## src/rtl/retospect_fpna_pkg.sv

```systemverilog
// Shared constants, operation decode and sizing helper for the tick generator.
package retospect_fpna_pkg;

  localparam int DEF_NCH = 6;
  localparam int DEF_CW  = 8;

  // Fixed tickbus lanes ahead of the channel lanes
  localparam int NEVER  = 0;
  localparam int ALWAYS = 1;

  typedef enum logic [1:0] {
    OP_IDLE,
    OP_RUN,
    OP_SHIFT,
    OP_CLEAR
  } op_e;

  function automatic int chain_len(input int nch, input int cw);
    return nch * (cw + 1);
  endfunction

  // Clear beats shifting, shifting beats running
  function automatic op_e decode_op(input logic clr, input logic cfg, input logic run);
    if (clr) return OP_CLEAR;
    if (cfg) return OP_SHIFT;
    if (run) return OP_RUN;
    return OP_IDLE;
  endfunction

endpackage

```

## src/rtl/retospect_tickgen_if.sv

```systemverilog
// Configuration chain and tick output bundle of the tick generator.
interface retospect_tickgen_if
  import retospect_fpna_pkg::*;
#(
  parameter int NCH = DEF_NCH
) ();

  logic           config_en;
  logic           bs_in;
  logic           bs_out;
  logic           sync_clr;
  logic           run_en;
  logic [NCH+1:0] tickbus;
  logic           any_tick;

  modport master (
    output config_en, bs_in, sync_clr, run_en,
    input  bs_out, tickbus, any_tick
  );

  modport slave (
    input  config_en, bs_in, sync_clr, run_en,
    output bs_out, tickbus, any_tick
  );

endinterface

```

## src/rtl/retospect_tickchan.sv

```systemverilog
// One tick channel: serial config word, period counter, oneshot done flag, tick flop.
module retospect_tickchan
  import retospect_fpna_pkg::*;
#(
  parameter int CW = DEF_CW
) (
  input  logic clk,
  input  logic rst_n,
  input  op_e  op,
  input  logic sin,
  output logic sout,
  output logic tick,
  output logic tick_nxt
);

  logic [CW:0]   cfg, cfg_nxt;
  logic [CW-1:0] cnt, cnt_nxt;
  logic          done, done_nxt;
  logic [CW-1:0] period;
  logic          oneshot;

  assign period  = cfg[CW-1:0];
  assign oneshot = cfg[CW];
  assign sout    = cfg[0];

  // tick_nxt also feeds the shared any_tick flop so both stay cycle-aligned
  always_comb begin
    cfg_nxt  = cfg;
    cnt_nxt  = cnt;
    done_nxt = done;
    tick_nxt = 1'b0;
    case (op)
      OP_CLEAR: begin
        cnt_nxt  = '0;
        done_nxt = 1'b0;
      end
      OP_SHIFT: cfg_nxt = {sin, cfg[CW:1]};
      OP_RUN: begin
        if (cnt == period) begin
          cnt_nxt  = '0;
          tick_nxt = ~done;
          if (oneshot) done_nxt = 1'b1;
        end else begin
          cnt_nxt = cnt + 1'b1;
        end
      end
      default: ;
    endcase
  end

  always_ff @(posedge clk) begin
    if (!rst_n) begin
      cfg  <= '0;
      cnt  <= '0;
      done <= 1'b0;
      tick <= 1'b0;
    end else begin
      cfg  <= cfg_nxt;
      cnt  <= cnt_nxt;
      done <= done_nxt;
      tick <= tick_nxt;
    end
  end

endmodule

```

## src/rtl/retospect_tickgen.sv

```systemverilog
// Programmable multi-channel tick generator with a daisy-chained serial config chain.
module retospect_tickgen
  import retospect_fpna_pkg::*;
#(
  parameter int NCH = DEF_NCH,
  parameter int CW  = DEF_CW
) (
  input logic               clk,
  input logic               rst_n,
  retospect_tickgen_if.slave tg
);

  op_e            op;
  logic [NCH:0]   link;
  logic [NCH-1:0] ticks;
  logic [NCH-1:0] ticks_nxt;

  assign op      = decode_op(tg.sync_clr, tg.config_en, tg.run_en);
  assign link[0] = tg.bs_in;
  assign tg.bs_out = link[NCH];

  genvar k;
  generate
    for (k = 0; k < NCH; k++) begin : g_chan
      retospect_tickchan #(.CW(CW)) u_chan (
        .clk      (clk),
        .rst_n    (rst_n),
        .op       (op),
        .sin      (link[k]),
        .sout     (link[k+1]),
        .tick     (ticks[k]),
        .tick_nxt (ticks_nxt[k])
      );
    end
  endgenerate

  assign tg.tickbus[NEVER]     = 1'b0;
  assign tg.tickbus[ALWAYS]    = 1'b1;
  assign tg.tickbus[NCH+1:2]   = ticks;

  always_ff @(posedge clk) begin
    if (!rst_n) tg.any_tick <= 1'b0;
    else        tg.any_tick <= |ticks_nxt;
  end

endmodule

```

## src/flat_wrapper.sv

```systemverilog
// flat-port wrapper written by rule: the top's interface ports become plain ports
module retospect_tickgen_flat import retospect_fpna_pkg::*;
#(
  parameter int NCH = DEF_NCH,
  parameter int CW  = DEF_CW
)
  (clk, rst_n, tg_config_en, tg_bs_in, tg_sync_clr, tg_run_en, tg_bs_out, tg_tickbus, tg_any_tick);
  retospect_tickgen_if #(.NCH(NCH)) tg_i ();
  input logic clk;
  input logic rst_n;
  input wire logic [$bits(tg_i.config_en)-1:0] tg_config_en;
  input wire logic [$bits(tg_i.bs_in)-1:0] tg_bs_in;
  input wire logic [$bits(tg_i.sync_clr)-1:0] tg_sync_clr;
  input wire logic [$bits(tg_i.run_en)-1:0] tg_run_en;
  output wire logic [$bits(tg_i.bs_out)-1:0] tg_bs_out;
  output wire logic [$bits(tg_i.tickbus)-1:0] tg_tickbus;
  output wire logic [$bits(tg_i.any_tick)-1:0] tg_any_tick;
  assign tg_i.config_en = tg_config_en;
  assign tg_i.bs_in = tg_bs_in;
  assign tg_i.sync_clr = tg_sync_clr;
  assign tg_i.run_en = tg_run_en;
  assign tg_bs_out = tg_i.bs_out;
  assign tg_tickbus = tg_i.tickbus;
  assign tg_any_tick = tg_i.any_tick;
  retospect_tickgen #(.NCH(NCH), .CW(CW)) u_core (.clk(clk), .rst_n(rst_n), .tg(tg_i));
endmodule
```

## config.mk

```make
export PLATFORM = sky130hd
export DESIGN_NAME = retospect_tickgen_flat
export DESIGN_NICKNAME = d
export VERILOG_FILES = /design/src/rtl/retospect_fpna_pkg.sv /design/src/rtl/retospect_tickgen_if.sv /design/src/rtl/retospect_tickchan.sv /design/src/rtl/retospect_tickgen.sv /design/src/flat_wrapper.sv
export SDC_FILE = /design/constraint.sdc
export NUM_CORES = 1
export LEC_CHECK = 0
export ABC_AREA = 0
export ABC_CLOCK_PERIOD_IN_PS = 2500
export CAP_MARGIN = 20
export CORE_MARGIN = 4
export CORE_UTILIZATION = 57
export CTS_CLUSTER_SIZE = 40
export DETAILED_ROUTE_END_ITERATION = 10
export GPL_ROUTABILITY_DRIVEN = 0
export GPL_TIMING_DRIVEN = 0
export PLACE_DENSITY = 0.76
export SLEW_MARGIN = 25
export SYNTH_ARGS = -nofsm -noshare
export SYNTH_HDL_FRONTEND = slang
export SYNTH_SLANG_ARGS = --single-unit
export TNS_END_PERCENT = 100
```

## constraint.sdc

```tcl
create_clock -name clk -period 2.5 [get_ports clk]
set_input_delay 0.5 -clock clk [delete_from_list [all_inputs] [get_ports clk]]
set_output_delay 0.5 -clock clk [all_outputs]
set_load 0.02 [all_outputs]
```

======== Word level (Yosys, flattened, before mapping) ========
Cells that the tools add are included.
storage, ports and cells
  output and inout port bits .............. 10
  bits of input ports ..................... 6
  register bits after elaboration ......... 115
  word-level logic and storage cells ...... 120
cells by class
  eq/ne operators ......................... 21
  add/sub/neg operators ................... 6
  bitwise operators ....................... 6
  reductions and logical operators ........ 8
  muxes and demuxes ....................... 54
operators by type and width
  kind                                                  count
  case mux 8 bit (2 select lines)                       6
  adder 8 x 1 -> 8 bit (second input constant)          6
  equality test 8 bit                                   6
  2-to-1 mux 8 bit                                      6
  2-to-1 mux 1 bit                                      30
  inequality test 2 bit (second input constant)         12
  AND reduction 3 bit                                   6
  2-to-1 mux 2 bit                                      6
  case mux 1 bit (2 select lines)                       6
  NOT 1 bit                                             6
  OR reduction 6 bit                                    1
  equality test 2 bit (second input constant)           2
  equality test 2 x 1 -> 1 bit (second input constant)  1
  nonzero test 2 bit                                    1

======== Longest topological paths before layout ========
Gate-level depths: netlist of run 1.
  word-level depth ........................ 10
  depth in mapped cells ................... 7
  depth with buffers taken out ............ 5

======== Modules after synthesis ========
From an unflattened synthesis of run 1, not the netlist that was laid out.
unflattened totals
  cells, all modules ...................... 646
  area, all modules ....................... 5549.1 um^2
modules (own cells, without submodules)
  module              area an instance (um^2)  cells each  instances  sequential area each (um^2)
  retospect_tickchan  912.1                    106         6          380.4
  retospect_tickgen   76.3                     10          1          20.0

======== Least setup slack after synthesis of run 1 ========
Ideal clock, no wire load.
  kind .................................... input-to-reg
  from .................................... in tg_config_en
  to ...................................... reg u_core.g_chan[5].u_chan.cnt[6]
  setup slack ............................. 0.823 ns
  library setup time ...................... 0.091 ns
  data arrival time ....................... 1.586 ns
  required time ........................... 2.409 ns
  stages on the path ...................... 6
  cells stage by stage .................... nand2b_4 -> or2_1 -> a21oi_2 -> buf_6 -> a41oi_1 -> a311oi_1
on the way
  word-level cells in the longest chain between the ends .. 7
  elaborated cells between the ends (all ways) .. 11
  those cells by class .................... eq/ne (2); mux (8); reduce/logical (1)
ends and longest elaborated chain
  what                                                                          RTL line                  source
  start, declared                                                               flat_wrapper.sv:11        input wire logic [$bits(tg_i.config_en)-1:0] tg_config_en;
  2-to-1 mux 2 bit                                                              retospect_fpna_pkg.sv:25  if (cfg) return OP_SHIFT;
  2-to-1 mux 2 bit                                                              retospect_fpna_pkg.sv:26  if (run) return OP_RUN;
  2-to-1 mux 2 bit                                                              retospect_fpna_pkg.sv:27  return OP_IDLE;
  2-to-1 mux 2 bit *                                                            retospect_fpna_pkg.sv:26
  2-to-1 mux 2 bit *                                                            retospect_fpna_pkg.sv:25
  equality test 2 x 1 -> 1 bit / equality test 2 bit (equally long branches)    retospect_tickchan.sv:32  case (op)
  case mux 8 bit (2 select lines) / nonzero test 2 bit (equally long branches)  n/a
  end signal, assigned                                                          retospect_tickchan.sv:59  cnt <= cnt_nxt;
  end, declared                                                                 retospect_tickchan.sv:17  logic [CW-1:0] cnt, cnt_nxt;
Mark *: on every way between the ends. The rest lies on a longest branch, timed or not. The select of a mux whose other input is x is not followed.
A chain may end at the register's enable or synchronous reset.

======== Worst setup path after layout of run 1 ========
  from .................................... in tg_config_en
  to ...................................... reg u_core.g_chan[3].u_chan.cnt[0]
on the way
  word-level cells in the longest chain between the ends .. 7
  elaborated cells between the ends (all ways) .. 11
  those cells by class .................... eq/ne (2); mux (8); reduce/logical (1)
ends and longest elaborated chain
  what                                                                          RTL line
  2-to-1 mux 2 bit                                                              retospect_fpna_pkg.sv:25
  2-to-1 mux 2 bit                                                              retospect_fpna_pkg.sv:26
  2-to-1 mux 2 bit                                                              retospect_fpna_pkg.sv:27
  2-to-1 mux 2 bit *                                                            retospect_fpna_pkg.sv:26
  2-to-1 mux 2 bit *                                                            retospect_fpna_pkg.sv:25
  equality test 2 x 1 -> 1 bit / equality test 2 bit (equally long branches)    retospect_tickchan.sv:32
  case mux 8 bit (2 select lines) / nonzero test 2 bit (equally long branches)  n/a
  end signal, assigned                                                          retospect_tickchan.sv:59
  end, declared                                                                 retospect_tickchan.sv:17
Marked as above.

==> summary.md, run 1 <==
| Metric | Value |
|---|---|
| Initial antenna violation count | 0 |
| Top cell type's share of synthesized area | 0.438 |
| Outcome | completed |
| DRT antenna net count | 0 |
| Required time of the critical path | 2940 ps |
| Starting density of the core | 0.594 |
| WL/cell | 16.9 um |
| N_diodes | 0 |
| Post-Layout Cell Count | 755 |
| Register area share after synthesis | 0.438 |
| Power per cell area | 725 nW/um^2 |
| FFs w/ async S/R, synth | 0 |
| First-pass GRT wire length | 21.0 mm |
| Worst rel slew slack | 0.496 |
| Placement Cell Area | 5510 sq um |
| I/O pin cnt | 16 |
| Finish-stage setup viols | 0 |
| Share of layout cells above drive strength 1 | 0.104 |
| Part of the cycle the worst path needs | 0.834 |
| Setup TNS | 0 ps |
| Startpoint type of the worst setup path | primary input |
| Dominant synthesized flop cell | dfxtp_1 |
| R2R cell count | 7 |
| Clock tree buffer depth | 2 |
| Hold path startpoint | rst_n |
| Hold Crit Class | in2reg |
| Number of buffers created by CTS | 17 |
| Crit end category | flip-flop |
| WL final | 12.8 mm |
| Post-synth EDFFs | 0 |
| Data arrival time of the critical path | 2520 ps |
| Final Skew | 6.90 ps |
| Drt first pass iters | 5 |
| DIE AREA | 10,800 sq um |
| CTS H-tree depth | 4 |
| FF+latch count, synth | 115 |
| Final hold viol count | 0 |
| Critical-path maximum fanout | 10 |
| Postcts setup bufs | 0 |
| Nets | 647 |
| Max Cap Viol | 0 |
| Flop2flop setup slack | 580 ps |
| Peak Freq | 480 MHz |
| Site row count | 34 |
| Total power | 4430 uW |
| GR Util All Layers | 0.236 |
| Port bufs | 12 |
| Area grow syn2layout | 16.3% |
| Leak | 0.00236 uW |
| CTS tree | built |
| Post-Syn Nets | 616 |
| Yosys warning count | 0 |
| DRC | 0 |
| Pins Over Slew Limit | 0 |
| Worst reg2reg path startpoint | u_core.g_chan[2].u_chan.cnt[5] |
| R2r endpoint | u_core.g_chan[2].u_chan.cnt[7] |
| Pre-CTS WS | -6.04 ps |
| Crit path kind | in2reg |
| Synth Cell Area | 5260 sq um |
| Die Ht | 104 um |
| Final worst setup slack | 416 ps |
| Vias per cell | 6.04 |
| RSZ-0062 raised after global routing | no |
| Area contributors post-synth | dfxtp_1 (44%), nand2_1 (8.9%), a21oi_1 (7.1%), xor2_1 (5.3%), a311oi_1 (5.0%) |
| Worst slew pin tran | 756 ps |
| Hold worst-path end | u_core.g_chan[4].u_chan.cnt[6] |
| Core area | 8850 sq um |
| Overflow after GRT | 0 |
| Clk sinks | 115 |
| Die X | 104 um |
| Peak VDD IR | 0.544 mV |
| Synth Instances | 604 |
| Worst-Skew Late Latency | 510 ps |
| Post-CTS resize count | 0 |
| Vias in the first global route | 4,389 |
| WHS Path Cells | 2 |
| Min Clock Period, post-route | 2080 ps |
| Yosys top cell by area | dfxtp_1 |
| Post-DP HPWL | 8.62 mm |
| CTS Hold Buffers Added | 0 |
| Root buffer cell | clkbuf_8 |
| Initial DRC count | 306 |
| Cell area after layout | 6110 sq um |
| Via count | 4,560 |
| Largest net degree at the start of global routing | 17 |
| Placed Cells | 724 |
| Post-synthesis cell type count | 43 |
| Syn avg cell area | 8.70 sq um |
| Clock transition at path regs | 60 ps |
-- how the worst max path moves through the flow --
| stage | start | endpoint | slack, ps | cells after the start |
|---|---|---|---|---|
| floorplan | tg_config_en | u_core.g_chan[5].u_chan.cnt[6] | 820 | 6 |
| global placement | tg_sync_clr | u_core.g_chan[5].u_chan.cfg[3] | 60 | 7 |
| detailed placement | tg_sync_clr | u_core.g_chan[3].u_chan.cfg[0] | -6 | 7 |
| global route | tg_sync_clr | u_core.g_chan[3].u_chan.cnt[2] | 370 | 6 |
| finish | tg_config_en | u_core.g_chan[3].u_chan.cnt[0] | 420 | 6 |
| CTS | u_core.g_chan[3].u_chan.tick | tg_tickbus[5] | 450 | 2 |
-- synth_stat cells (5+ instances only) --
library cell / count
nor2b_1: 7
a22oi_1: 5
xor2_1: 32
clkbuf_1: 23
nor3_1: 10
buf_6: 6
nand2b_1: 19
a41oi_1: 15
nand3_1: 12
nand2_1: 124
nor4_2: 8
xnor2_1: 16
a21oi_1: 75
nor2_1: 16
ha_1: 6
o211ai_1: 5
a311oi_1: 30
and3_1: 17
dfxtp_1: 115
buf_4: 9
mux2i_1: 5
buf_2: 5
-- per-layer routing --
layer	vias to the layer above	global-route usage	wire (um)
li1	2181	-	-
met1	2202	0.295	5540
met2	152	0.399	6240
met3	25	0.0503	762
met4	0	0.0893	251
met5	-	0	0
-- logic make-up after synthesis --
| logic type | count (synthesis) | share of synthesized area |
|---|---|---|
| AND/OR/NAND/NOR | 225 | 0.208 |
| AO/OA/AOI/OAI | 148 | 0.189 |
| flip-flops | 115 | 0.438 |
| buffers and inverters | 54 | 0.0581 |
| XOR/XNOR | 48 | 0.0800 |
| adder cells (fa/ha/maj) | 6 | 0.0143 |
| multiplexers | 6 | 0.0117 |
| other | 2 | 0.00143 |
-- registers in the layout, indices dropped and copies added, names as in the netlist --
register / flops
u_core.g_chan.u_chan.tick: 6
u_core.g_chan.u_chan.cfg: 54
u_core.g_chan.u_chan.cnt: 48
u_core.g_chan.u_chan.done: 6
u_core.tg.any_tick: 1
-- through the flow --
stage          hold WS (ps)  utilization
6_report                300        0.691
5_1_grt                 311        0.691
4_1_cts                 296        0.691
3_5_place_dp            459        0.623
3_3_place_gp            462        0.623
2_1_floorplan           422            -
-- final cells by class --
type                       count  area [sq um]
fill                         703          2740
multi-input combinational    435          2650
sequential                   115          2300
clock buffer                  22           473
buffer                        50           290
tap                          108           135
clock inverter                 9           128
timing repair buffer          12           120
inverter                       4          15.0
-- cell usage in the layout (no fill, tap or decap), types with 4 or more instances in the layout --
cell               n
clkbuf_1          24
nand2b_1          19
clkdlybuf4s50_1   12
a311oi_1          30
a22oi_1            5
a41oi_1           15
nor4_2             8
buf_4              9
nand4_1            4
dfxtp_1          115
nor2_1            16
mux2i_1            5
a21oi_1           75
nand2_1          124
buf_2              5
o211ai_1           5
inv_1              4
a21oi_2            4
nor3_1            10
ha_1               6
and3_1            17
xnor2_1           16
buf_6              6
xor2_1            32
o211a_1            4
clkinv_2           4
nand3_1           12
clkbuf_16         16
clkbuf_8           5
nor2b_1            7
-- worst max-delay path: stages --
cell             delay [ps]
clkdlybuf4s50_1         540
nand2b_4                160
nor2b_1                 340
clkbuf_1                630
mux2i_1                 210
nor2_1                  150
-- report_power, final --
group / internal (uW) / switching [uW] / leakage, uW
Sequential: 1840 / 2.69 / 0.000926
Clock: 1610 / 826 / 0.000301
Combinational: 36.6 / 111 / 0.00113
Total: 3490 / 940 / 0.00236
Power figures use the tool's default switching activity.
==> run 2: changes to the inputs <==
ABC_CLOCK_PERIOD_IN_PS = 1850   (was 2500)
CORE_UTILIZATION = 55   (was 57)
clock period = 1.85 ns   (was 2.5 ns; I/O delays follow)
==> summary.md, run 2 (synthesis results as in run 1) <==
| Metric | Value |
|---|---|
| Outcome | completed |
| Final hold viol count | 0 (unchanged) |
| Final Skew | 10.5 ps (+3.58 ps) |
| RSZ-0062 raised after global routing | yes |
| Leak | 0.00246 uW (+4.2%) |
| Largest register FFs | 54 (unchanged) |
| Vias in the first global route | 4,331 (-1.3%) |
| N_diodes | 0 (unchanged) |
| Number of buffers created by CTS | 17 (unchanged) |
| Top Metal Used | met4 |
| I/O pin cnt | 16 (unchanged) |
| WL/cell | 16.5 um (-2.6%) |
| CTS Hold Buffers Added | 0 (unchanged) |
| Area grow syn2layout | 19.5% |
| Flop2flop setup slack | 70 ps (-510 ps) |
| Site row count | 35 (+2.9%) |
| M1 WL | 5.35 mm (-3.4%) |
| Critical-path maximum fanout | 1 (-9) |
| Critical Path Slowest Stage Cell | clkdlybuf4s50_1 |
| Most frequent cells in the layout | nand2_1 (124), dfxtp_1 (114), a21oi_1 (75) |
| Fin util | 0.676 (-0.0143) |
| Clk sinks | 115 (unchanged) |
| Most common cell after layout, fill and taps aside | nand2_1 |
| First-pass GRT wire length | 20.9 mm (-0.49%) |
| Final worst setup slack | 56.3 ps (-360 ps) |
| Power per cell area | 981 nW/um^2 (+35%) |
| Critical path's largest stage delay | 600 ps (-30 ps) |
| Nets | 648 (+0.15%) |
| Peak Freq | 558 MHz |
| CTS H-tree depth | 4 (unchanged) |
| Largest net degree at the start of global routing | 17 (unchanged) |
| Setup TNS | 0 ps (unchanged) |
| Die Ht | 106 um (+1.7%) |
| Hold Crit Class | in2reg |
| Post-DP HPWL | 8.59 mm (-0.38%) |
| Via count | 4,532 (-0.61%) |
| Peak VDD IR | 0.743 mV (+36%) |
| GR Util All Layers | 0.236 (-0.000276) |
| Clock transition at path regs | 60 ps (about the same) |
| Startpoint type of the worst setup path | flip-flop |
| Initial DRC count | 277 (-9.5%) |
| Worst-Skew Late Latency | 520 ps (about the same) |
| CTS tree | built |
| Post-Layout Cell Count | 778 (+3.0%) |
| Starting density of the core | 0.566 (-0.0279) |
| DRT antenna net count | 0 (unchanged) |
| Pins Over Slew Limit | 0 (unchanged) |
| Top Registers | u_core.g_chan.u_chan.cfg: 54 flops, u_core.g_chan.u_chan.cnt: 48 flops |
| Drt first pass iters | 5 (unchanged) |
| Clock tree buffer depth | 2 (unchanged) |
| DIE AREA | 11,200 sq um (+3.4%) |
| Cell family with most CP delay | buffers and inverters |
| Root buffer cell | clkbuf_8 |
| Crit-path cells | clkdlybuf4s50_1 |
| Overflow after GRT | 0 (unchanged) |
| Buffers & Inverters on Critical Path | 1 (-1) |
| WL final | 12.8 mm (+0.39%) |
| Met3 wire length | 680 um (-11%) |
| Metal2 WL | 6.44 mm (+3.2%) |
| Core area | 9280 sq um (+4.9%) |
| Share of layout cells above drive strength 1 | 0.123 (+0.0197) |
| Die X | 106 um (+1.7%) |
| Max Cap Viol | 0 (unchanged) |
| Port bufs | 12 (unchanged) |
| DRC | 0 (unchanged) |
| Vias per cell | 5.83 (-3.6%) |
| Min Clock Period, post-route | 1790 ps |
| Data arrival time of the critical path | 1420 ps (-1100 ps) |
| Worst rel slew slack | 0.544 (+0.0478) |
| Placed Cells | 745 (+2.9%) |
| Crit path kind | reg2out |
| Pre-CTS WS | -577 ps (-571 ps) |
| Worst slew pin tran | 684 ps (-71.8 ps) |
| Initial antenna violation count | 0 (unchanged) |
| Most flops, register | u_core.g_chan.u_chan.cfg |
| Crit end category | primary output |
| Finish-stage setup viols | 0 (unchanged) |
| Required time of the critical path | 1480 ps (-1460 ps) |
| Part of the cycle the worst path needs | 0.970 |
| Total power | 6160 uW (+39%) |
[run 2: changes by cell type in the layout (fill, tap and decap cells not counted), moves of 2 or more]
cell	delta
buf_4	+2
a21oi_2	-3
dlygate4sd2_1	+7
clkinv_4	-2
nor4_2	-7
a21oi_4	+3
clkinvlp_4	+3
clkbuf_1	-4
clkbuf_2	+4
nor4_4	+7
clkinv_2	-3
clkdlybuf4s50_1	-7
[run 2: power by group]
group          internal [uW]  total [uW]  switching, uW
Clock                   2330        3470           1150
Sequential              2480        2490           3.52
Combinational           49.9         200            150
[run 2: layout make-up]
| class | instances | area [sq um] |
|---|---|---|
| Clock inverter | 8 | 148 |
| Clock buffer | 24 | 480 |
| Inverter | 4 | 15.0 |
| Fill cell | 737 | 3000 |
| Sequential cell | 115 | 2300 |
| Multi-Input combinational cell | 435 | 2750 |
| Buffer | 49 | 293 |
| Tap cell | 129 | 161 |
| Timing Repair Buffer | 14 | 126 |
[run 2: per-stage QoR]
| stage | hold WS, ps | instance area (sq um) |
|---|---|---|
| floorplan | 422 | 5260 |
| global placement | 462 | 5540 |
| detailed placement | 463 | 5540 |
| CTS | 157 | 6150 |
| global route | 163 | 6280 |
| finish | 162 | 6280 |
[run 2: what timing repair did]
action | CTS | global route
setup buffers | 0 | 2
gates resized for setup | 8 | 26
endpoints found under the setup margin | 26 | 58
pin swaps | 0 | 4
[run 2: final timing paths]
path / depth (start not counted) / end / from
min reg2reg: 2 / u_core.g_chan[1].u_chan.cfg[7] / u_core.g_chan[1].u_chan.cfg[8]
min: 2 / u_core.g_chan[4].u_chan.cnt[2] / rst_n
max reg2reg: 6 / u_core.g_chan[3].u_chan.cnt[7] / u_core.g_chan[3].u_chan.cnt[7]
max: 1 / tg_any_tick / u_core.tg.any_tick
[run 2: metal layers]
| layer | track usage | vias to the layer above |
|---|---|---|
| met4 | 0.107 | 0 |
| met1 | 0.284 | 2180 |
| met3 | 0.0557 | 33 |
| met2 | 0.398 | 132 |
| li1 | - | 2187 |
| met5 | 0 | - |
==> run 3: changes to the inputs <==
CTS_CLUSTER_DIAMETER = 150   (was not set)
PLACE_DENSITY = 0.8   (was 0.76)
RECOVER_POWER = 50   (was not set)
==> summary.md, run 3 (synthesis results as in run 1) <==
| Metric | Value |
|---|---|
| Outcome | completed |
| Initial antenna violation count | 0 (unchanged) |
| Min Clock Period, post-route | 1810 ps (+13.5 ps) |
| Logic pwr share | 0.033 (about the same) |
| Buffers & Inverters on Critical Path | 2 (+1) |
| Final Skew | 9.38 ps (-1.10 ps) |
| Initial DRC count | 293 (+5.8%) |
| Data arrival time of the critical path | 2230 ps (+810 ps) |
| Most common cell after layout, fill and taps aside | nand2_1 |
| Number of buffers created by CTS | 17 (unchanged) |
| Largest net degree at the start of global routing | 17 (unchanged) |
| Startpoint type of the worst setup path | primary input |
| DRC | 0 (unchanged) |
| Peak VDD IR | 0.728 mV (-2.0%) |
| Post-DP HPWL | 8.65 mm (+0.74%) |
| Most frequent cells in the layout | nand2_1 (124), dfxtp_1 (114), a21oi_1 (75) |
| Crit-path cells | clkdlybuf4s50_1, nand2b_4, or2_1, a21oi_2, buf_6, a41oi_1, a311oi_1 |
| Worst rel slew slack | 0.485 (-0.0591) |
| Worst reg2reg path startpoint | u_core.g_chan[3].u_chan.cnt[5] |
| Power per cell area | 978 nW/um^2 (-0.37%) |
| DIE AREA | 11,200 sq um (unchanged) |
| CTS tree | built |
| Power share of the sequential group | 0.410 (+0.006) |
| Overflow after GRT | 0 (unchanged) |
| RSZ-0062 raised after global routing | yes |
| Part of the cycle the worst path needs | 0.977 (+0.00732) |
| CTS H-tree depth | 4 (unchanged) |
| Internal cell power | 4780 uW (-1.7%) |
| Root buffer cell | clkbuf_8 |
| R2r endpoint | u_core.g_chan[3].u_chan.cnt[6] |
| Critical Path Sink | u_core.g_chan[0].u_chan.cnt[6] |
| Most flops, register | u_core.g_chan.u_chan.cfg |
| Vias per cell | 5.82 (about the same) |
| Peak Freq | 553 MHz (-0.75%) |
| Critical path's largest stage delay | 460 ps (-140 ps) |
| Core area | 9280 sq um (unchanged) |
| Hold Crit Class | in2reg |
| Nets | 646 (-0.31%) |
| Critical Path Start | tg_config_en |
| CTS Hold Buffers Added | 0 (unchanged) |
| Crit end category | flip-flop |
| N_diodes | 0 (unchanged) |
| Switching part of the total | 0.212 (+0.000993) |
| Top Registers | u_core.g_chan.u_chan.cfg: 54 flops, u_core.g_chan.u_chan.cnt: 48 flops |
| Largest register FFs | 54 (unchanged) |
| Drt first pass iters | 6 (+1) |
| First-pass GRT wire length | 21.8 mm (+4.3%) |
| Vias in the first global route | 4,482 (+3.5%) |
| Site row count | 35 (unchanged) |
| Finish-stage setup viols | 0 (unchanged) |
| Clock transition at path regs | 60 ps (about the same) |
| Number of cells on the critical path | 7 (+6) |
| Required time of the critical path | 2270 ps (+790 ps) |
| Critical-path maximum fanout | 10 (+9) |
| Critical Path Slowest Stage Cell | clkdlybuf4s50_1 |
| Cell family with most CP delay | compound AO/OA/AOI/OAI gates |
| R2R cell count | 7 (+1) |
| I/O pin cnt | 16 (unchanged) |
| P_sw | 1280 uW (-1.1%) |
| Crit path kind | in2reg |
| WL final | 12.8 mm (-0.16%) |
| Setup TNS | 0 ps (unchanged) |
| Area grow syn2layout | 18.0% |
| Starting density of the core | 0.566 (unchanged) |
| Clock power frac | 0.557 (-0.007) |
| DRT antenna net count | 0 (unchanged) |
| Worst slew pin tran | 773 ps (+88.7 ps) |
| Via count | 4,517 (-0.33%) |
| Die Ht | 106 um (unchanged) |
| Postcts setup bufs | 0 (unchanged) |
| Clock tree buffer depth | 2 (unchanged) |
| Die X | 106 um (unchanged) |
| Final hold viol count | 0 (unchanged) |
| Clk sinks | 115 (unchanged) |
| Port bufs | 12 (unchanged) |
| Fin util | 0.668 (-0.00809) |
| Pins Over Slew Limit | 0 (unchanged) |
| Max Cap Viol | 0 (unchanged) |
| Flop2flop setup slack | 90 ps (+20 ps) |
| Leak | 0.00243 uW (-0.89%) |
| Share of layout cells above drive strength 1 | 0.127 (+0.00347) |
| Worst-Skew Late Latency | 530 ps (about the same) |
| GR Util All Layers | 0.244 (+0.00870) |
| WL/cell | 16.5 um (+0.10%) |
-- run 3: cell types whose count changed in the layout (fill, tap and decap cells not counted), moves of 2 or more --
cell,change
buf_4,-8
clkbuf_4,+6
nor4_4,-3
a21oi_2,+3
clkbuf_8,-2
clkbuf_1,-6
clkbuf_2,+8
buf_2,-2
clkinv_2,+3
a21oi_4,-3
nor4_2,+3
-- run 3: worst min path at each step --
stage / from / to / slack (ps) / depth (start not counted)
after floorplan: u_core.g_chan[3].u_chan.done / u_core.g_chan[3].u_chan.tick / 420 / 1
after global placement: u_core.g_chan[5].u_chan.cfg[8] / u_core.g_chan[5].u_chan.cfg[7] / 460 / 2
after detailed placement: u_core.g_chan[1].u_chan.cfg[8] / u_core.g_chan[1].u_chan.cfg[8] / 470 / 2
after CTS: rst_n / u_core.g_chan[4].u_chan.cnt[6] / 150 / 2
after global routing: rst_n / u_core.g_chan[4].u_chan.cnt[4] / 170 / 2
final: rst_n / u_core.g_chan[4].u_chan.cnt[6] / 170 / 2
-- run 3: cell type report --
cell class | instances | area, sq um
Multi-Input combinational cell | 435 | 2710
Fill cell | 749 | 3080
Tap cell | 129 | 161
Clock inverter | 10 | 155
Sequential cell | 115 | 2300
Buffer | 49 | 300
Inverter | 4 | 15.0
Timing Repair Buffer | 12 | 111
Clock buffer | 22 | 453
-- run 3: routing by layer --
metal | vias to the layer above | routed length, um | track usage
met4 | 0 | 446 | 0.127
met2 | 150 | 6190 | 0.396
met1 | 2148 | 5450 | 0.297
li1 | 2183 | - | -
met5 | - | 0 | 0
met3 | 36 | 733 | 0.0655
-- run 3: through the flow --
step	cells	instance area (sq um)	total power [uW]	worst slack, ps	hold slack [ps]
after detailed placement	745	5540	2730	-573	470
after global placement	745	5540	2730	-486	461
after CTS	777	6140	6080	3.20	145
after floorplan	604	5260	2660	256	422
final	776	6200	6070	42.8	173
after global routing	776	6200	6220	-61.8	167
-- run 3: timing repair --
item,in CTS,in global routing
gates resized for setup,10,25
setup endpoints to repair,14,67
pin swaps,0,3
-- run 3: power groups by stage --
stage               clock network [uW]  logic (uW)  registers, uW
global route                      3520         214           2490
detailed placement                   0         194           2540
finish                            3380         200           2490
floorplan                            0         120           2540
CTS                               3400         194           2490
global placement                     0         191           2540
